[config.mk]
export PLATFORM = sky130hd
export DESIGN_NAME = hnf_pocq_ctrl
export DESIGN_NICKNAME = d
export VERILOG_FILES = /design/src/rtl/hnf_pkg.sv /design/src/rtl/pocq_ffs.sv /design/src/rtl/hnf_pocq_ctrl.sv
export SDC_FILE = /design/constraint.sdc
export NUM_CORES = 2
export LEC_CHECK = 0
export CELL_PAD_IN_SITES_DETAIL_PLACEMENT = 0
export CELL_PAD_IN_SITES_GLOBAL_PLACEMENT = 1
export CORE_UTILIZATION = 45
export DETAILED_ROUTE_END_ITERATION = 10
export GPL_TIMING_DRIVEN = 0
export MAX_ROUTING_LAYER = met4
export PLACE_DENSITY_LB_ADDON = 0.1
export RECOVER_POWER = 100
export SETUP_SLACK_MARGIN = 0.4
export SYNTH_ARGS = -nofsm -noshare
export SYNTH_HDL_FRONTEND = slang
export SYNTH_SLANG_ARGS = --single-unit
export TNS_END_PERCENT = 10
[constraint.sdc]
create_clock -name clock -period 10 [get_ports clock]
set_clock_uncertainty 0.2 [all_clocks]
set_input_delay 2 -clock clock [delete_from_list [all_inputs] [get_ports clock]]
set_output_delay 2 -clock clock [all_outputs]
set_load 0.05 [all_outputs]
[src/rtl/hnf_pkg.sv]
// Shared types for the HN-F point-of-coherence queue: request/response flits,
// the opcodes this block cares about, and the per-entry lifecycle state.
package hnf_pkg;

   localparam int ADDR_W = 48;
   localparam int TXN_W  = 8;
   localparam int NODE_W = 7;

   localparam logic [6:0] OPC_READSHARED = 7'h01;
   localparam logic [6:0] OPC_READNOSNP  = 7'h04;
   localparam logic [4:0] RSP_COMPACK    = 5'h02;

   typedef struct packed {
      logic [ADDR_W-1:0] addr;
      logic [6:0]        opcode;
      logic [TXN_W-1:0]  txnid;
      logic [NODE_W-1:0] srcid;
      logic [TXN_W-1:0]  return_txnid;
   } reqflit_t;

   typedef struct packed {
      logic [4:0]        opcode;
      logic [TXN_W-1:0]  txnid;
      logic [NODE_W-1:0] srcid;
   } rspflit_t;

   typedef enum logic [2:0] {
      POCQ_FREE     = 3'd0,
      POCQ_SLEEP    = 3'd1,
      POCQ_READY    = 3'd2,
      POCQ_ISSUED   = 3'd3,
      POCQ_WAIT_ACK = 3'd4
   } pocq_state_e;

endpackage

[src/rtl/pocq_ffs.sv]
// Lowest-index find-first-set: returns the index of the lowest set bit of vec
// and whether any bit was set at all.
module pocq_ffs #(
   parameter int  W  = 16,
   localparam int IW = (W > 1) ? $clog2(W) : 1
) (
   input  logic [W-1:0]  vec,
   output logic [IW-1:0] idx,
   output logic          found
);

   // Scan from the top down so the lowest set bit is the last one written.
   always_comb begin
      idx   = '0;
      found = 1'b0;
      for (int i = W - 1; i >= 0; i--) begin
         if (vec[i]) begin
            idx   = IW'(i);
            found = 1'b1;
         end
      end
   end

endmodule

[src/rtl/hnf_pocq_ctrl.sv]
// HN-F point-of-coherence queue. Accepts RN requests, chains same-line
// requests behind the youngest live entry for that line, issues ReadNoSnp to
// the SN and retires an entry on SN data followed by RN CompAck.
//
// Handshakes: a transfer happens in a cycle where valid and ready are both 1
// at the rising clock edge. Once snreq_valid rises, snreq_flit holds the same
// entry until snreq_ready; valid never drops without a transfer (except reset).
module hnf_pocq_ctrl
   import hnf_pkg::*;
#(
   parameter int  DEPTH     = 16,
   parameter int  LINE_LSB  = 6,
   parameter int  HAZARD_EN = 1,
   localparam int IDX_W     = $clog2(DEPTH)
) (
   input  logic                  clock,
   input  logic                  reset,
   input  logic                  req_valid,
   output logic                  req_ready,
   input  reqflit_t              req_flit,
   output logic                  snreq_valid,
   input  logic                  snreq_ready,
   output reqflit_t              snreq_flit,
   input  logic                  dat_valid,
   input  logic [IDX_W-1:0]      dat_txnid,
   input  logic                  rsp_valid,
   input  rspflit_t              rsp_flit,
   output logic [IDX_W:0]        count,
   output logic                  full,
   output logic                  empty,
   output logic                  err,
   output logic [DEPTH-1:0][2:0] dbg_state
);

   pocq_state_e       state_q   [DEPTH];
   logic [ADDR_W-1:0] addr_q    [DEPTH];
   logic [TXN_W-1:0]  txn_q     [DEPTH];
   logic [IDX_W-1:0]  blocker_q [DEPTH];
   logic [DEPTH-1:0]  tail_q;
   logic [IDX_W:0]    count_q;
   logic              hold_vld_q;
   logic [IDX_W-1:0]  hold_idx_q;
   logic              err_q;

   logic [DEPTH-1:0]  free_vec, ready_vec, match_vec;
   logic [DEPTH-1:0]  alloc_oh, issue_oh, dat_oh, retire_oh, hz_oh;
   logic [IDX_W-1:0]  alloc_idx, rdy_idx, hz_idx, sel_idx, rsp_idx;
   logic              alloc_found, rdy_found, hz_found;
   logic              alloc_fire, issue_fire, new_sleep;
   logic              dat_hit, dat_err, rsp_ack, rsp_in_range, rsp_hit, rsp_err;
   logic              unused_fields;

   assign unused_fields = ^{req_flit.opcode, req_flit.srcid, req_flit.return_txnid,
                            rsp_flit.srcid};

   // Per-entry status vectors and the same-line hazard compare against chain tails.
   always_comb begin
      free_vec  = '0;
      ready_vec = '0;
      match_vec = '0;
      for (int i = 0; i < DEPTH; i++) begin
         free_vec[i]  = (state_q[i] == POCQ_FREE);
         ready_vec[i] = (state_q[i] == POCQ_READY);
         match_vec[i] = (HAZARD_EN != 0) && (state_q[i] != POCQ_FREE) && tail_q[i] &&
                        (addr_q[i][ADDR_W-1:LINE_LSB] == req_flit.addr[ADDR_W-1:LINE_LSB]);
      end
   end

   pocq_ffs #(.W(DEPTH)) u_free_ffs  (.vec(free_vec),  .idx(alloc_idx), .found(alloc_found));
   pocq_ffs #(.W(DEPTH)) u_issue_ffs (.vec(ready_vec), .idx(rdy_idx),   .found(rdy_found));
   pocq_ffs #(.W(DEPTH)) u_hz_ffs    (.vec(match_vec), .idx(hz_idx),    .found(hz_found));

   assign full        = (count_q == (IDX_W+1)'(DEPTH));
   assign empty       = (count_q == '0);
   assign count       = count_q;
   assign err         = err_q;
   assign req_ready   = !full;
   assign alloc_fire  = req_valid && req_ready && alloc_found;

   // A stalled selection is pinned so a newly READY lower entry cannot steal it.
   assign sel_idx     = hold_vld_q ? hold_idx_q : rdy_idx;
   assign snreq_valid = rdy_found;
   assign issue_fire  = snreq_valid && snreq_ready;

   // Data and ack decode; an ack colliding with data for the same entry is refused.
   always_comb begin
      rsp_idx      = rsp_flit.txnid[IDX_W-1:0];
      rsp_in_range = (int'(rsp_flit.txnid) < DEPTH);
      dat_hit      = dat_valid && (state_q[dat_txnid] == POCQ_ISSUED);
      dat_err      = dat_valid && !dat_hit;
      rsp_ack      = rsp_valid && (rsp_flit.opcode == RSP_COMPACK);
      rsp_hit      = rsp_ack && rsp_in_range && (state_q[rsp_idx] == POCQ_WAIT_ACK) &&
                     !(dat_valid && (dat_txnid == rsp_idx));
      rsp_err      = rsp_ack && !rsp_hit;
   end

   // One-hot event vectors so the entry update loop stays a plain per-bit test.
   always_comb begin
      alloc_oh  = '0;
      issue_oh  = '0;
      dat_oh    = '0;
      retire_oh = '0;
      hz_oh     = '0;
      for (int i = 0; i < DEPTH; i++) begin
         alloc_oh[i]  = alloc_fire && (alloc_idx == IDX_W'(i));
         issue_oh[i]  = issue_fire && (sel_idx == IDX_W'(i));
         dat_oh[i]    = dat_hit && (dat_txnid == IDX_W'(i));
         retire_oh[i] = rsp_hit && (rsp_idx == IDX_W'(i));
         hz_oh[i]     = alloc_fire && hz_found && (hz_idx == IDX_W'(i));
      end
      // If the line's current tail retires this cycle there is nothing to wait on.
      new_sleep = hz_found && !retire_oh[hz_idx];
   end

   // Outgoing ReadNoSnp built from the selected entry.
   always_comb begin
      snreq_flit              = '0;
      snreq_flit.opcode       = OPC_READNOSNP;
      snreq_flit.addr         = addr_q[sel_idx];
      snreq_flit.txnid        = TXN_W'(sel_idx);
      snreq_flit.return_txnid = txn_q[sel_idx];
   end

   // Debug view of every entry's lifecycle state.
   always_comb begin
      dbg_state = '0;
      for (int i = 0; i < DEPTH; i++) begin
         dbg_state[i] = state_q[i];
      end
   end

   // Entry lifecycle, occupancy count, issue hold and error pulse.
   always_ff @(posedge clock) begin
      if (!reset) begin
         for (int i = 0; i < DEPTH; i++) begin
            state_q[i]   <= POCQ_FREE;
            addr_q[i]    <= '0;
            txn_q[i]     <= '0;
            blocker_q[i] <= '0;
         end
         tail_q     <= '0;
         count_q    <= '0;
         hold_vld_q <= 1'b0;
         hold_idx_q <= '0;
         err_q      <= 1'b0;
      end else begin
         for (int i = 0; i < DEPTH; i++) begin
            if (alloc_oh[i]) begin
               state_q[i]   <= new_sleep ? POCQ_SLEEP : POCQ_READY;
               addr_q[i]    <= req_flit.addr;
               txn_q[i]     <= req_flit.txnid;
               blocker_q[i] <= hz_idx;
               tail_q[i]    <= 1'b1;
            end else begin
               case (state_q[i])
                  POCQ_SLEEP:    if (retire_oh[blocker_q[i]]) state_q[i] <= POCQ_READY;
                  POCQ_READY:    if (issue_oh[i])             state_q[i] <= POCQ_ISSUED;
                  POCQ_ISSUED:   if (dat_oh[i])               state_q[i] <= POCQ_WAIT_ACK;
                  POCQ_WAIT_ACK: if (retire_oh[i])            state_q[i] <= POCQ_FREE;
                  default:       ;
               endcase
               if (retire_oh[i] || hz_oh[i]) tail_q[i] <= 1'b0;
            end
         end
         count_q    <= count_q + (IDX_W+1)'(alloc_fire) - (IDX_W+1)'(rsp_hit);
         hold_vld_q <= snreq_valid && !snreq_ready;
         hold_idx_q <= sel_idx;
         err_q      <= dat_err || rsp_err;
      end
   end

`ifndef SYNTHESIS
   // Chain sanity: at most one tail per line, and a sleeper's blocker is live.
   always_ff @(posedge clock) begin
      if (reset) begin
         assert ($countones(match_vec) <= 1);
         for (int i = 0; i < DEPTH; i++) begin
            if (state_q[i] == POCQ_SLEEP) assert (state_q[blocker_q[i]] != POCQ_FREE);
         end
      end
   end
`endif

endmodule
### Yosys cells after proc, flatten, opt, wreduce, memory -nomap -nowiden

Memory sizes are Yosys's and may differ from the RTL's.
Index checks and enable logic that the tools add are counted.
W data, S select, Z words.

* register bits after elaboration: 27
* bits in latches: 0
* RAM bits: 1008
* memory bits (read-only): 0
* input bits: 108
* output and inout port bits: 136
* logic and storage cells: 1196
* memories: 4

* add/subtract/negate cells: 2
* $mul: 0
* divide/modulo/power cells: 0
* order comparisons: 18
* equality and inequality tests: 160
* shifts and indexed selects: 0
* multiplexer cells: 661
* bitwise operators: 128
* reductions and logical operators: 203

Memories
* addr_q: words 16, bits a word 48, rd ports 17, clocked after memory_dff 0, wr ports 16, RTL line hnf_pocq_ctrl.sv:36 `logic [ADDR_W-1:0] addr_q [DEPTH];`
* txn_q: words 16, bits a word 8, rd ports 1, clocked after memory_dff 0, wr ports 16, RTL line hnf_pocq_ctrl.sv:37 `logic [TXN_W-1:0] txn_q [DEPTH];`
* blocker_q: words 16, bits a word 4, rd ports 16, clocked after memory_dff 0, wr ports 16, RTL line hnf_pocq_ctrl.sv:38 `logic [IDX_W-1:0] blocker_q [DEPTH];`
* state_q: words 16, bits a word 3, rd ports 18, clocked after memory_dff 0, wr ports 16, RTL line hnf_pocq_ctrl.sv:35 `pocq_state_e state_q [DEPTH];`

Operators by type and width (count)
* $mux W48: 16
* $eq A42 B42 Y1: 16
* $mux W1: 466
* $mux W4: 65
* $mux W3: 80
* $eq A4 B4 Y1 const B: 40
* $mux W8: 16
* $or A1 B1 Y1: 128
* $logic_and A1 B1 Y1: 126
* $eq A3 B2 Y1 const B: 33
* $lt A4 B5 Y1 const B: 17
* $eq A4 B3 Y1 const B: 20
* $bmux W1 S4: 17
* $eq A3 B3 Y1 const B: 17
* $eq A3 B1 Y1 const B: 16
* $logic_not A3 Y1: 16
* $reduce_bool A3 Y1: 16
* $eq A4 B2 Y1 const B: 10
* $reduce_bool A2 Y1: 16
* $eq A4 B1 Y1 const B: 5
* $logic_not A4 Y1: 5
* $logic_or A1 B1 Y1: 17
* $lt A8 B5 Y1 const B: 1
* $logic_not A1 Y1: 6
* 7 further kinds: 7

### Logic depth before layout (Yosys ltp)

An unclocked memory read counts as a cell.

* depth after elaboration: 30
* gate-level depth with buffers: 18
* mapped depth without buffers: 16

### Cells and area by module

From an unflattened synthesis, not the netlist that was laid out.

* cells, all modules: 5476
* area, all modules: 54940.2 um^2

By module, submodules not included
* hnf_pocq_ctrl: times used 1, cells each 5377, area each 54403.4 um^2
* pocq_ffs: times used 3, cells each 33, area each 178.9 um^2

### Worst setup path before layout

OpenSTA, ideal clock, no wires.

* path type: input to register
* start: in req_valid
* end: mem state_q[13][0] in the netlist's numbering (enable)
* data arrival time: 7.964 ns
* data required time: 9.522 ns
* slack: 1.558 ns
* stages on the path: 8
* path through: and2_1 > nand3_1 > nor3b_1 > nand2_1 > o21ai_0 > nor3_1 > nor2_1 > nand3_1

RTL lines
* start, declared: RTL line hnf_pocq_ctrl.sv:18 `input logic req_valid,`
* end, declared: RTL line hnf_pocq_ctrl.sv:35

==> results_dict.tcl <==
set metrics [dict create \
    antenna_found_initial 13 \
    via_count 44074 \
    path_class "reg -> out" \
    finalCritPeriodShare 0.963 \
    core_um2 122000 \
    ir_drop_mv 0.181 \
    power_density_nw_per_um2 216 \
    place_inst 6401 \
    crit_arrival_ns 7.43 \
    worstPathRequired_ns 7.80 \
    synth_top_family_by_area "simple AND/OR/NAND/NOR gates" \
    fin_crit_ns 9.63 \
    rsz0062_at_grt "no" \
    layout.area.seq_um2 30800 \
    synth_fa_ha_area_frac 0.00171 \
    end_kind "output pin" \
    drc_errors 0 \
    n_fill_cell 10828 \
    setup_violations 0 \
    ys_seq_elements 1035 \
    stdcell_count 6620 \
    cp_top_family "buffers and inverters" \
    top_layer "met4" \
    gp_congestion 1.07 \
    hold_slack_ns 0.399 \
    cp-start-kind "register" \
    ant_nets 0 \
    timing.max_cap.violations 25 \
    critPathSlowestCell "clkbuf_1" \
    path_buf_inv 4 \
    die_y_um 354 \
    synth_edf_count 1008 \
    clockBufferDepth 3 \
    post-route-util 0.518 \
    fp.dieW_um 354 \
    fin_area_um2 63300 \
    grt-ovfl-total 0 \
    io_buffers 151 \
    fin_nets 5006 \
    status "complete, but fails checks" \
    async_flop_share 0 \
    initial_utilization 0.455 \
    cp_cell_sequence "nor3b_1 > or2_2 > a31oi_1 > o21ai_0 > a21boi_0 > o31a_1 > clkbuf_1 > clkbuf_1 > clkbuf_1 > mux4_2 > a22oi_1 > nand2_1 > dlygate4sd3_1" \
    die_area_um2 125000 \
    synth-warning-count 0 \
    cp_max_fo 10 \
    drt_iter0_drc 7551 \
    core.rowCount 128 \
    synth_top_area_frac 0.544 \
    max_freq_ghz 0.104 \
    insertion_delay_ns 0.77 \
    yosys.area_share.simple 0.157 \
    drive_gt1_frac 0.110 \
    track_usage 0.447 \
    postCtsHoldBufs 0 \
    post-place-ws_ns 1.63 \
    postLayoutSetupSlackWorst_ns 0.375 \
    cp_common_cell "clkbuf_1" \
    min_path_type "reg -> reg" \
    drt_wl_total_um 275000 \
    grt_pass1_wl_um 361000 \
    hold_violations 0 \
    m1WireLength_um 103000 \
    place_area_um2 59900 \
    dpl.hpwl_um 222000 \
    synth-main-ff-cell "edfxtp_1" \
    yosysMostFrequentCell "edfxtp_1" \
    cts.clk_slew.worst_paths_ns 0.07 \
    first_pass_iters 6 \
    synth_cell_types 86 \
    wl_per_cell_um 41.6 \
    cpPeakStageDelay_ns 1.09 \
    max_slew.worst_pin.slew_ns 3.66 \
    cts_tree "built" \
    violations "max-capacitance violations, max-slew violations" \
    viasPerCell 6.66 \
    wl_met3_um 37700 \
    synth_commonest_cells "edfxtp_1 (1008), nor2_1 (700), xnor2_1 (604)" \
    synth_top_cell_by_area "edfxtp_1" \
    synth_area_um2 55700 \
    cts.sinks 1035 \
    drv_slew 878 \
    ctsResizeCount 0 \
    synthXorXnorAreaFrac 0.111 \
    netlist_instances 4587 \
    cts_setup_buffers 0 \
    htreeDepth 3 \
    cts_buffers 113 \
    grt_max_degree 57 \
    multiInputGateArea_um2 22800 \
    grt_pass1_vias 41253 \
    area_growth_pct 13.8 \
    met2RoutedLength_um 117000 \
    synth_compound_area_frac 0.0463 \
    cts-root-buf "clkbuf_16" \
    syn_avg_cell_area_um2 12.1 \
    synth_seq_area_share 0.554 \
    io_pins 244 \
    maxSlewHeadroom -1.44 \
    synth.area.mux_share 0.0934 \
    yosys-top-cells-area "edfxtp_1 (54%), xnor2_1 (9.5%), mux4_2 (9.3%), nor2_1 (4.7%), nand4_1 (3.4%)" \
    power_leakage_nw 21.3 \
]
[logic make-up after synthesis]
kind of cell               after synthesis
xor gates and xnor gates               704
DFF                                   1035
and+or+nand+nor                       1780
adders and majority gates                7
other                                    2
buffers and inverters                  455
AOI/OAI and AO/OA                      372
muxes                                  232
[worst paths after layout]
check	slack (ns)	endpoint	cells after the start	startpoint
worst max-delay path	0.37	snreq_flit[72]	13	state_q[11][1]$_SDFFCE_PP0P_
worst min-delay path	0.40	hold_idx_q[3]$_SDFF_PN0_	3	hold_idx_q[3]$_SDFF_PN0_
worst max register to register	0.74	addr_q[1][36]$_SDFFCE_PN0P_	10	state_q[13][1]$_SDFFCE_PP0P_
worst min register to register	0.40	hold_idx_q[3]$_SDFF_PN0_	3	hold_idx_q[3]$_SDFF_PN0_
[power breakdown]
group          switching [mW]  internal [mW]  leakage (nW)
sequential              0.222           5.11          10.6
clock                    1.99           2.58          1.90
combinational            2.68           1.06          8.78
total                    4.90           8.75          21.3
[registers in the layout, indices dropped and copies added, names as in the netlist]
name        cells
hold_vld_q      1
hold_idx_q      4
err             1
txn_q         128
tail_q         16
blocker_q      64
count           5
state_q        48
addr_q        768
[metrics by stage]
step / power, mW / TNS, ns
floorplan: 7.39 / 0
global placement: 9.07 / -308.03
detailed placement: 9.09 / 0
CTS: 13.5 / 0
global route: 13.8 / 0
finish: 13.6 / 0
[worst register-to-register path, stage by stage, from the launching register on]
cell and delay, ns:
edfxtp_1 0.52, nor3_1 1.25, a211oi_1 0.26, o311ai_0 0.72
a311oi_1 0.23, o311ai_0 0.70, nor2b_1 0.21, clkbuf_1 0.35
nand2_1 0.67, nand2_1 0.92, clkbuf_1 2.62
[routing by layer]
layer,up-vias,GRT usage
li1,17600,-
met1,22500,0.573
met2,3400,0.627
met3,574,0.144
met4,0,0.241
met5,-,-
[final cells by class]
type	instances	area share
Inverter	107	0.00636
Multi-Input combinational cell	3113	0.361
Clock buffer	131	0.0460
Timing Repair Buffer	173	0.0255
Sequential cell	1035	0.487
Antenna cell	5	0.000198
Tap cell	1625	0.0321
Clock inverter	83	0.0168
Buffer	348	0.0257
[cell usage in the layout, fill, tap and decap left out, types with 96 or more instances in the layout]
cell	synthesis	routed
nand2_1	282	282
mux4_2	230	230
clkbuf_16	0	113
xor2_1	100	100
inv_1	105	105
clkbuf_1	202	250
nand4_1	301	301
xnor2_1	604	604
a22oi_1	112	112
edfxtp_1	1008	1008
nor4_1	95	96
dlygate4sd3_1	0	118
nor2_1	700	701
No activity file was read; power rests on OpenSTA's default activity.
